**src/rtl/in_bus_router.sv**
```systemverilog
// rtl/in_bus_router.sv - host request packer and in-order router to switch FIFOs
//
// Ports:
//   clk, rst    : clock, synchronous active-high reset
//   en_in       : bus enable
//   valid       : request valid
//   wr_rd_op    : 1 = write, 0 = read
//   op_id       : operation identifier
//   addr_in     : {switch index, register address}
//   wr_data_in  : write data
//   fifo_full   : per-switch FIFO full
//   ready       : holding queue has space
//   frame_out   : frame being written (zero when idle)
//   fifo_wr_en  : one-hot write strobe
//   addr_err    : pulse after accepting a request to a non-existent switch
//   err_cnt     : saturating count of addr_err events
//   busy        : queue non-empty or write in flight
module in_bus_router #(
  parameter int NUM_SW_INST = 5,
  parameter int SW_ADDR_W   = 3,
  parameter int REG_ADDR_W  = 5,
  parameter int ADDR_W      = 8,
  parameter int W_WIDTH     = 8,
  parameter int OP_ID_W     = 8,
  parameter int FRAME_WIDTH = 32,
  parameter int HOLD_DEPTH  = 4,
  parameter int ERR_CNT_W   = 8
) (
  input  logic                   clk,
  input  logic                   rst,
  input  logic                   en_in,
  input  logic                   valid,
  input  logic                   wr_rd_op,
  input  logic [OP_ID_W-1:0]     op_id,
  input  logic [ADDR_W-1:0]      addr_in,
  input  logic [W_WIDTH-1:0]     wr_data_in,
  input  logic [NUM_SW_INST-1:0] fifo_full,
  output logic                   ready,
  output logic [FRAME_WIDTH-1:0] frame_out,
  output logic [NUM_SW_INST-1:0] fifo_wr_en,
  output logic                   addr_err,
  output logic [ERR_CNT_W-1:0]   err_cnt,
  output logic                   busy
);

  localparam int PTR_W    = $clog2(HOLD_DEPTH);
  localparam int CNT_W    = PTR_W + 1;
  localparam int SW_SPACE = 1 << SW_ADDR_W;
  localparam logic [SW_ADDR_W:0] NUM_SW_L = (SW_ADDR_W + 1)'(NUM_SW_INST);
  localparam logic [CNT_W-1:0]   DEPTH_L  = CNT_W'(HOLD_DEPTH);

  // Queue storage: switch index and packed frame per entry.
  logic [SW_ADDR_W-1:0]   idx_mem   [HOLD_DEPTH];
  logic [FRAME_WIDTH-1:0] frame_mem [HOLD_DEPTH];

  logic [PTR_W-1:0]       head_q, head_d, tail_q, tail_d;
  logic [CNT_W-1:0]       count_q, count_d;
  logic [FRAME_WIDTH-1:0] frame_out_q, frame_out_d;
  logic [NUM_SW_INST-1:0] fifo_wr_en_q, fifo_wr_en_d;
  logic                   addr_err_q, addr_err_d;
  logic [ERR_CNT_W-1:0]   err_cnt_q, err_cnt_d;

  logic [SW_ADDR_W-1:0]   sw_idx;
  logic                   idx_ok;
  logic                   accept;
  logic                   push;
  logic                   pop;
  logic [FRAME_WIDTH-1:0] new_frame;
  logic [SW_SPACE-1:0]    full_pad;
  logic [SW_ADDR_W-1:0]   head_idx;

  assign sw_idx    = addr_in[ADDR_W-1 -: SW_ADDR_W];
  assign idx_ok    = {1'b0, sw_idx} < NUM_SW_L;
  assign new_frame = FRAME_WIDTH'({addr_in[REG_ADDR_W-1:0], wr_rd_op, wr_data_in, op_id});

  // ready depends on registered count only, so a pop cannot free a slot in the same cycle.
  assign ready  = count_q < DEPTH_L;
  assign accept = en_in && valid && ready;
  assign push   = accept && idx_ok;

  // Pad fifo_full to the full index space so the head lookup is always in range.
  assign full_pad = SW_SPACE'(fifo_full);
  assign head_idx = idx_mem[head_q];
  assign pop      = (count_q != '0) && !full_pad[head_idx];

  always_comb begin
    head_d       = head_q;
    tail_d       = tail_q;
    count_d      = count_q;
    frame_out_d  = '0;
    fifo_wr_en_d = '0;
    addr_err_d   = 1'b0;
    err_cnt_d    = err_cnt_q;

    if (pop) begin
      frame_out_d  = frame_mem[head_q];
      fifo_wr_en_d = NUM_SW_INST'(1) << head_idx;
      head_d       = head_q + PTR_W'(1);
    end
    if (push) begin
      tail_d = tail_q + PTR_W'(1);
    end
    case ({push, pop})
      2'b10:   count_d = count_q + CNT_W'(1);
      2'b01:   count_d = count_q - CNT_W'(1);
      default: count_d = count_q;
    endcase

    if (accept && !idx_ok) begin
      addr_err_d = 1'b1;
      if (err_cnt_q != '1) begin
        err_cnt_d = err_cnt_q + ERR_CNT_W'(1);
      end
    end
  end

  always_ff @(posedge clk) begin
    if (rst) begin
      head_q       <= '0;
      tail_q       <= '0;
      count_q      <= '0;
      frame_out_q  <= '0;
      fifo_wr_en_q <= '0;
      addr_err_q   <= 1'b0;
      err_cnt_q    <= '0;
    end else begin
      head_q       <= head_d;
      tail_q       <= tail_d;
      count_q      <= count_d;
      frame_out_q  <= frame_out_d;
      fifo_wr_en_q <= fifo_wr_en_d;
      addr_err_q   <= addr_err_d;
      err_cnt_q    <= err_cnt_d;
    end
  end

  // Storage needs no reset: entries are only read while count_q covers them.
  always_ff @(posedge clk) begin
    if (!rst && push) begin
      idx_mem[tail_q]   <= sw_idx;
      frame_mem[tail_q] <= new_frame;
    end
  end

  assign frame_out  = frame_out_q;
  assign fifo_wr_en = fifo_wr_en_q;
  assign addr_err   = addr_err_q;
  assign err_cnt    = err_cnt_q;
  assign busy       = (count_q != '0) || (fifo_wr_en_q != '0);

endmodule

```
**config.mk**
```make
export PLATFORM = sky130hd
export DESIGN_NAME = in_bus_router
export DESIGN_NICKNAME = d
export VERILOG_FILES = /design/src/rtl/in_bus_router.sv
export SDC_FILE = /design/constraint.sdc
export NUM_CORES = 1
export LEC_CHECK = 0
export ABC_CLOCK_PERIOD_IN_PS = 7600
export BUFFER_PORTS_ARGS = -buffer_cell sky130_fd_sc_hd__buf_2
export CORE_AREA = 2 2 98 100
export CTS_BUF_LIST = sky130_fd_sc_hd__clkbuf_8 sky130_fd_sc_hd__clkbuf_16
export DETAILED_ROUTE_END_ITERATION = 12
export DIE_AREA = 0 0 100 102
export HOLD_SLACK_MARGIN = 0.12
export PLACE_DENSITY = 0.86
export SKIP_CTS_REPAIR_TIMING = 1
export SYNTH_ARGS = -nofsm -noshare
export SYNTH_HDL_FRONTEND = slang
export SYNTH_SLANG_ARGS = --single-unit
```
**constraint.sdc**
```tcl
create_clock -name clk -period 7.6 [get_ports clk]
set_input_delay 0.38 -clock clk [delete_from_list [all_inputs] [get_ports clk]]
set_output_delay 0.38 -clock clk [all_outputs]
set_load 0.05 [all_outputs]
```
Yosys cells after proc, flatten, opt, wreduce, memory -nomap -nowiden
Memories as Yosys holds them, arrays and structs flattened. A register that Yosys moved wholly into a read port is not among the register bits.
Cells that the tools add are included.
{ "word_totals": {"regBits": 53, "mem_bits_rw": 100, "output_inout_bits": 48, "wordCells": 45, "memories": 2} }
{ "mem_list": {"columns": ["name", "depth", "width", "read_ports", "rd_ports_with_merged_regs", "write_ports", "line", "source"], "rows": [
  ["frame_mem", 4, 22, 1, 1, 1, "54", "logic [FRAME_WIDTH-1:0] frame_mem [HOLD_DEPTH];"],
  ["idx_mem", 4, 3, 1, 1, 1, "53", "logic [SW_ADDR_W-1:0] idx_mem [HOLD_DEPTH];"]
]} }
{ "op_classes": {"addsub": 5, "order_cmp": 3, "n_eq_ne": 3, "shift": 1, "mux": 8, "bitwise_logic": 1, "reduce_logical": 15} }
{ "ops": {"columns": ["op", "n"], "rows": [
  ["8-bit by 1-bit adder with 8-bit output, second input constant", 1],
  ["8-bit inequality test, second input constant", 1],
  ["1-bit logical AND", 6],
  ["3-bit < comparator, second input constant", 2],
  ["3-bit one-hot mux with 2 select lines", 1],
  ["5-bit nonzero test", 1],
  ["1-bit by 3-bit left shift with 5-bit output, first input constant", 1],
  ["2-bit by 1-bit adder with 2-bit output, second input constant", 2],
  ["3-bit by 4-bit < comparator with 1-bit output, second input constant", 1],
  ["1-bit 2-to-1 mux", 4],
  ["2-bit 2-to-1 mux", 2],
  ["3-bit by 1-bit adder with 3-bit output, second input constant", 1],
  ["1-bit binary-select mux with 3-bit select", 1],
  ["1-bit logical NOT", 3],
  ["3-bit nonzero test", 1],
  ["3-bit by 1-bit subtractor with 3-bit output, second input constant", 1],
  ["2-bit by 1-bit == test with 1-bit output, second input constant", 1],
  ["2-bit == test, second input constant", 1],
  ["2-bit AND reduction", 1],
  ["2-bit nonzero test", 1],
  ["2-bit OR reduction", 1],
  ["1-bit logical OR", 1],
  ["1-bit inverter", 1]
]} }

Longest topological paths before layout
Gate-level depths: netlist of run 1.
{ "depth": {"depth_word": 6, "depth_mapped": 10, "depth_no_buf": 10} }

Worst setup path before layout of run 1
OpenSTA, ideal clock, no wires.
{ "synth_timing": {"path_type": "reg-to-reg", "start": "reg with a tool-made name", "end": "reg count_q[2]", "setup_ns": 0.071, "arrival_ns": 2.802, "required_time_ns": 7.529, "setup_slack_ns": 4.727, "path_stages_with_launch": 11, "path_buffers": 0, "synth_period_minus_slack_ns": 2.873, "path_cell_list": "dfxtp_1 mux4_2 mux2_2 a31oi_4 and3_4 ha_1 inv_1 fa_1 xor2_1 or3_1 a21oi_1"} }
{ "synth_lines": {"columns": ["element", "line", "source"], "rows": [
  ["to (signal assigned)", "129", "count_q <= count_d;"],
  ["to (decl)", "57", "logic [CNT_W-1:0] count_q, count_d;"]
]} }

==> out/metrics.yaml, run 1 <==
setup_path:
  worstPathBufferInverterCount: 1
  data_required_critical_path_ns: 8.05
  cpMaxStageDelayCell: "mux4_2"
  cpPeakStageDelay_ns: 0.59
  worstPathCellList: "mux4_2, mux2_2, a31oi_4, and3_4, ha_1, inv_1, fa_1, xor2_1, or3_1, a21oi_1"
  path_delay_family: "multiplexers"
  critPathMaxFanout: 6
  sort_of_element_at_the_start_of_the_critical_path: "flip-flop"
  crit_arrival_ns: 3.52
  type_of_the_worst_setup_path: "reg -> reg"
  cp_capture_type: "flip-flop"
global_routing:
  grt.busiest_layer: "met2"
  global_route.usage.met2_pct: 34.20
  pin_count_of_the_biggest_net_entering_global_routing: 26
  global_route_wire_length_before_repair_mm: 14.55
  grt.total_usage_pct: 19.82
  groute.layer.met1.usage_pct: 23.25
  antenna_violations_before_repair: 0
  grt_overflow: 0
  grt_use_met3_pct: 6.908
  via_count_of_the_first_global_routing_pass: 2885
synth:
  seq_area_frac_synth_pct: 72.54
  ys.flop_type: "edfxtp_1"
  synth-warning-count: 0
  post_synth_inst_count: 310
  async_sr_flop_fraction_pct: 0
  synth_area_per_cell_um2: 17.36
  ys_seq_elements: 145
  muxShareOfSynthArea_pct: 11.93
  synth_compound_area_share_pct: 1.139
  synth.distinct_cells: 38
  synth-edff-count: 100
  mappedNetlistArea_mm2: 0.005381
  synth_fa_ha_area_share_pct: 1.767
  synth_top_family_by_area: "multiplexers"
  xor_and_xnor_fraction_of_the_mapped_netlist_area_pct: 1.465
  yosys.area_share.simple_pct: 8.277
detailed_routing:
  dr_total_vias: 2964
  route.antenna.remaining_nets: 0
  first_pass_iters: 4
  wirelength_mm: 9.665
  drc_errors: 0
  vias_per_cell: 5.419
  wl_per_cell_um: 17.67
  drtIter0Drc: 124
power:
  power-per-cell-area_mw_per_mm2: 324.9
  leakagePower_nw: 2.453
  power_mw: 2.163
  ir_worst_vdd_uv: 173.8
timing:
  setup_tns_after_final_layout_ns: 0
  setup_slack_ns: 4.529
  clock.fmax_ghz: 0.3256
  fin_skew_ns: 0.006867
  unrepaired_setup_endpoints_after_global_routing: "false"
  max_slew.worst_pin.slew_ns: 1.125
  tightest_slew_margin_relative_to_the_limit_pct: 24.91
  final.period_utilization_pct: 40.41
  setup_viol: 0
  post-route-min-period_ns: 3.071
  hold_viol_final: 0
  slew_viol_final: 0
placed_design:
  place_ws_ns: 4.561
  routabilityCongestion: 0.7545
  dp_hpwl_mm: 5.596
  io_buffer_count: 71
floorplan:
  num_io_pins: 82
  initial_core_util_pct: 59.08
  die_y_um: 102
  die_w_um: 100
  fp.coreArea_mm2: 0.009109
  std_cell_rows: 35
  floorplan.die_area_mm2: 0.01020
outcome:
  outcome: "finished clean"
final_layout:
  sequential_cell_area_mm2: 0.003905
  final_nets: 464
  finalCoreUtilization_pct: 73.08
  area_growth_pct: 23.69
  area_used_by_multi_input_combinational_logic_mm2: 0.001360
  insertedDiodeCount: 0
  final_cell_mix: "edfxtp_1, buf_2, dfxtp_1"
  most_frequent_standard_cell_in_the_layout_excluding_fill_and_tap_cells: "edfxtp_1"
  layout.filler_cells: 559
  layout-drive-gt1-share_pct: 30.73
worst_hold_path:
  hold_class: "in -> reg"
  timing.hold.worst.start: "rst"
clock_network:
  clkSlewWorstSetupHoldPaths_ns: 0.06
  cts.path.max_buffers: 2
  ctsHtreeMaxLevel: 4
  worstSkewPairLatency_ns: 0.52
  clock_tree_from_tritoncts: "done"
  number_of_clock_sinks: 145
  ctsRootBufferMaster: "clkbuf_8"
  cts-buffers-inserted: 17
run:
  cap_viol_max_count: 0
-- cells by family after synthesis --
family | after synthesis
AO/OA/AOI/OAI | 8
XOR/XNOR | 9
multiplexers | 32
other | 1
flip-flops | 145
AND/OR/NAND/NOR | 79
adder cells (fa/ha/maj) | 7
buffers and inverters | 29
-- synthesized netlist by cell type (6+ instances only) --
cell | instances | area share [%]
nor2b_1 | 24 | 2.8
nand3_1 | 6 | 0.56
edfxtp_1 | 100 | 56
nor2_1 | 19 | 1.3
ha_1 | 6 | 1.4
nor3_1 | 8 | 0.74
buf_4 | 10 | 1.4
inv_1 | 9 | 0.63
dfxtp_1 | 45 | 17
clkbuf_1 | 6 | 0.42
xnor2_1 | 6 | 0.98
mux4_2 | 24 | 10
-- report_power, final --
group	internal (mW)	switching (mW)	total [mW]
Combinational	0.193	0.273	0.466
Sequential	0.895	0.0620	0.957
Clock	0.431	0.309	0.740
-- metal layers --
layer  vias up  wire [um]
li1       1362          -
met1      1493       3991
met2        98       5133
met3        11        406
met4         0        133
met5         -          0
-- cell type report --
type,count,area share [%]
clock buffer,17,6.222
clock inverter,15,1.786
inverter,9,0.5075
multi-input combinational,145,20.43
sequential,145,58.67
tap,111,2.086
timing repair buffer,105,10.30
-- final timing paths --
kind,cells past startpoint,slack (ns),to
max reg2reg,10,4.53,count_q[2]
max,10,4.53,count_q[2]
min,2,0.24,count_q[1]
min reg2reg,2,0.53,count_q[1]
-- state kept, by name, summed over array words and instances, names as in the netlist, 2 cells and up, named ones only --
name and count:
frame_mem 88, idx_mem 12, frame_out 22, fifo_wr_en 5, tail_q 2, count_q 3
head_q 2, err_cnt 8
-- per-stage QoR --
stage	cells	instance area (um^2)	hold slack, ns
after floorplan	319	5415	0.4558
after global placement	485	5823	0.4947
after detailed placement	485	5823	0.5185
after CTS	517	6356	0.02837
after global routing	547	6656	0.2566
final	547	6656	0.2429
(Power assumes the default switching activity.)
==> inputs of run 2 (changes only) <==
==> config.mk (replaced) <==
export PLATFORM = sky130hd
export DESIGN_NAME = in_bus_router
export DESIGN_NICKNAME = d
export VERILOG_FILES = /design/src/rtl/in_bus_router.sv
export SDC_FILE = /design/constraint.sdc
export NUM_CORES = 1
export LEC_CHECK = 0
export ABC_AREA = 1
export ABC_CLOCK_PERIOD_IN_PS = 2800
export BUFFER_PORTS_ARGS = -buffer_cell sky130_fd_sc_hd__buf_2
export CORE_AREA = 2 2 109 111
export CTS_BUF_LIST = sky130_fd_sc_hd__clkbuf_8 sky130_fd_sc_hd__clkbuf_16
export DETAILED_ROUTE_END_ITERATION = 12
export DIE_AREA = 0 0 111 113
export HOLD_SLACK_MARGIN = 0.12
export PLACE_DENSITY = 0.78
export SKIP_CTS_REPAIR_TIMING = 1
export SYNTH_ARGS = -nofsm -noshare
export SYNTH_HDL_FRONTEND = slang
export SYNTH_SLANG_ARGS = --single-unit
==> constraint.sdc (replaced) <==
create_clock -name clk -period 2.8 [get_ports clk]
set_input_delay 0.14 -clock clk [delete_from_list [all_inputs] [get_ports clk]]
set_output_delay 0.14 -clock clk [all_outputs]
set_load 0.05 [all_outputs]
==> run 2 against run 1 <==
Against the previous run: via count increased by 28%; register-to-register slack got worse by 4.2 ns; wire length rose by 16%; cell count increased by 37%; critical path depth grew 7; core utilization is 11 points lower; highest routed layer unchanged.
==> out/metrics.yaml, run 2 <==
worst_hold_path:
  hold-path-cell-count: 5  # was 2
  timing.hold.worst.start: "valid"  # was rst
  hold_class: "in -> reg"  # unchanged
  min_delay_worst_endpoint: "addr_err"  # was count_q[1]
floorplan:
  die_w_um: 111  # was 100 um
  num_io_pins: 82  # unchanged
  std_cell_rows: 39  # was 35
  initial_core_util_pct: 50.41  # was 59.08%
  floorplan.die_area_mm2: 0.01254  # was 0.01020 mm^2
  die_y_um: 113  # was 102 um
  fp.coreArea_mm2: 0.01127  # was 0.009109 mm^2
global_routing:
  grt.total_usage_pct: 17.88  # was 19.82%
  grt_overflow: 0  # unchanged
  antenna_violations_before_repair: 0  # unchanged
  via_count_of_the_first_global_routing_pass: 3643  # was 2885
  global_route_wire_length_before_repair_mm: 17.37  # was 14.55 mm
  pin_count_of_the_biggest_net_entering_global_routing: 46  # was 26
clock_network:
  clkSlewWorstSetupHoldPaths_ns: 0.06  # about the same
  cts.path.max_buffers: 2  # unchanged
  ctsHtreeMaxLevel: 4  # unchanged
  number_of_clock_sinks: 145  # unchanged
  worstSkewPairLatency_ns: 0.41  # was 0.52 ns
  cts-buffers-inserted: 17  # unchanged
  ctsRootBufferMaster: "clkbuf_16"  # was clkbuf_8
  clock_tree_from_tritoncts: "done"  # unchanged
final_layout:
  design_area_mm2: 0.007049  # was 0.006656 mm^2
  largest_register_ffs: 88  # unchanged
  final_nets: 634  # was 464
  layout-drive-gt1-share_pct: 24.09  # was 30.73%
  most_frequent_standard_cell_in_the_layout_excluding_fill_and_tap_cells: "edfxtp_1"  # unchanged
  area_growth_pct: 24.07  # was 23.69%
  insertedDiodeCount: 0  # unchanged
  final-instance-count-excl-fill: 749  # was 547
  finalCoreUtilization_pct: 62.54  # was 73.08%
  largest-register: "frame_mem"  # unchanged
  final_cell_mix: "edfxtp_1, buf_2, nor2_1"  # was edfxtp_1, buf_2, dfxtp_1
synth:
  post_synth_main_area_contributors: "edfxtp_1, dfxtp_1, o21ai_0"  # was edfxtp_1, dfxtp_1, mux4_2
  synth_most_common_cell: "edfxtp_1"  # unchanged
  seq_area_frac_synth_pct: 68.71  # was 72.54%
  synth-edff-count: 100  # unchanged
  post_synth_inst_count: 486  # was 310
  muxShareOfSynthArea_pct: 0  # was 11.93%
  synth_fa_ha_area_share_pct: 1.674  # was 1.767%
  async_sr_flop_fraction_pct: 0  # unchanged
  yosysTopAreaCellShare_pct: 52.85  # was 55.80%
  mappedNetlistArea_mm2: 0.005682  # was 0.005381 mm^2
  synth_compound_area_share_pct: 8.412  # was 1.139%
  synth-warning-count: 0  # unchanged
  xor_and_xnor_fraction_of_the_mapped_netlist_area_pct: 0.3083  # was 1.465%
  synth_area_per_cell_um2: 11.69  # was 17.36 um^2
  ys.flop_type: "edfxtp_1"  # unchanged
  yosysTopAreaCell: "edfxtp_1"  # unchanged
  yosys.area_share.simple_pct: 14.58  # was 8.277%
  ys_seq_elements: 145  # unchanged
  synth.distinct_cells: 31  # was 38
  synth_top_family_by_area: "simple AND/OR/NAND/NOR gates"  # was multiplexers
  post_synth_most_frequent_cells: "edfxtp_1, nor2_1, o21ai_0, inv_1, dfxtp_1"  # was edfxtp_1, dfxtp_1, mux4_2, nor2b_1, nor2_1
detailed_routing:
  drtIter0Drc: 210  # was 124
  first_pass_iters: 5  # was 4
  route.antenna.remaining_nets: 0  # unchanged
  wirelength_mm: 11.25  # was 9.665 mm
  drc_errors: 0  # unchanged
  dr_total_vias: 3802  # was 2964
  vias_per_cell: 5.076  # was 5.419
  wl_per_cell_um: 15.03  # was 17.67 um
power:
  ir_worst_vdd_uv: 542.2  # was 173.8 uV
  leakagePower_nw: 2.819  # was 2.453 nW
  power-per-cell-area_mw_per_mm2: 948.9  # was 324.9 mW/mm^2
setup_path:
  reg2reg_depth: 17  # was 10
  rrSetupSlack_ns: 0.35  # was 4.53 ns
  rr_endpoint: "count_q[2]"  # unchanged
  sort_of_element_at_the_start_of_the_critical_path: "flip-flop"  # unchanged
  crit_arrival_ns: 2.75  # was 3.52 ns
  type_of_the_worst_setup_path: "reg -> reg"  # unchanged
  critPathMaxFanout: 7  # was 6
  data_required_critical_path_ns: 3.10  # was 8.05 ns
  cp_capture_type: "flip-flop"  # unchanged
outcome:
  outcome: "finished clean"  # unchanged
timing:
  clock.fmax_ghz: 0.4085  # was 0.3256 GHz
  setup_tns_after_final_layout_ns: 0  # unchanged
  setup_viol: 0  # unchanged
  fin_skew_ns: 0.01030  # was 0.006867 ns
  max_slew.worst_pin.slew_ns: 0.7340  # was 1.125 ns
  slew_viol_final: 0  # unchanged
  post-route-min-period_ns: 2.448  # was 3.071 ns
  tightest_slew_margin_relative_to_the_limit_pct: 51.02  # was 24.91%
  final.period_utilization_pct: 87.43  # was 40.41%
  hold_viol_final: 0  # unchanged
  unrepaired_setup_endpoints_after_global_routing: "false"  # unchanged
placed_design:
  numPlacedInstances: 691  # was 485
  placed_area_mm2: 0.006170  # was 0.005823 mm^2
  routabilityCongestion: 0.7567  # was 0.7545
  io_buffer_count: 71  # unchanged
  dp_hpwl_mm: 6.449  # was 5.596 mm
run:
  cap_viol_max_count: 0  # unchanged
==> run 2: changes by cell type after synthesis, moves of 11 or more <==
| cell | previous run | this run |
|---|---|---|
| o21ai_0 | 2 | 55 |
| nor2_1 | 19 | 70 |
| inv_1 | 9 | 46 |
| nand2_1 | 4 | 38 |
| mux4_2 | 24 | 0 |
| nor2b_1 | 24 | 0 |
| o22ai_1 | 0 | 22 |
| nor2_4 | 0 | 11 |
==> run 2: through the flow <==
step	setup WS, ns	hold WS (ns)	power [mW]
2_1_floorplan	0.5542	0.2091	3.988
3_3_place_gp	0.4817	0.3500	4.299
3_5_place_dp	0.3926	0.3565	4.361
4_1_cts	0.3588	-0.07362	6.685
5_1_grt	0.07978	0.1299	6.960
6_report	0.3520	0.09921	6.689
==> run 2: how the worst max path moves through the flow <==
stage / cells past startpoint / to / from / slack [ns]
2_1_floorplan: 17 / count_q[2] / flip-flop / 0.55
3_3_place_gp: 17 / count_q[2] / flip-flop / 0.48
3_5_place_dp: 17 / count_q[2] / flip-flop / 0.39
4_1_cts: 17 / count_q[2] / flip-flop / 0.36
5_1_grt: 17 / count_q[2] / flip-flop / 0.08
6_report: 17 / count_q[2] / flip-flop / 0.35
==> run 2: area by class of cell <==
type / instances / area, um^2
Sequential cell: 145 / 3904
Clock buffer: 17 / 425.4
Inverter: 50 / 192.7
Tap cell: 143 / 178.9
Clock inverter: 15 / 193.9
Timing Repair Buffer: 105 / 688.2
Fill cell: 844 / 4223
Multi-Input combinational cell: 274 / 1466
==> run 2: cells by family after synthesis <==
group | count (synthesis)
and+or+nand+nor | 165
DFF | 145
AOI/OAI and AO/OA | 90
buffers and inverters | 76
adders and majority gates | 7
xor gates and xnor gates | 2
other | 1
==> run 2: worst max-delay path: stages (launching register included) <==
cell     delay [ns]
dfxtp_1        0.45
inv_2          0.10
nand2_1        0.11
nand3_2        0.12
nand2_4        0.12
nand2_2        0.06
nand3_2        0.06
nand2_2        0.05
nand2_2        0.08
nand2_4        0.08
inv_6          0.08
ha_1           0.13
inv_1          0.06
fa_1           0.37
a21oi_1        0.14
o21ai_0        0.11
o21ai_0        0.16
a21oi_1        0.05
==> run 2: power by group <==
part	switching, mW	internal (mW)	total [mW]
registers	0.0654	2.46	2.52
clock network	0.841	1.49	2.33
logic	1.36	0.475	1.84
total	2.27	4.42	6.69
==> run 2: per-layer routing <==
layer	GRT usage, %	routed length (um)
met1	20.96	4447
met2	30.22	5923
met3	4.928	689
met4	9.583	194
met5	0	0
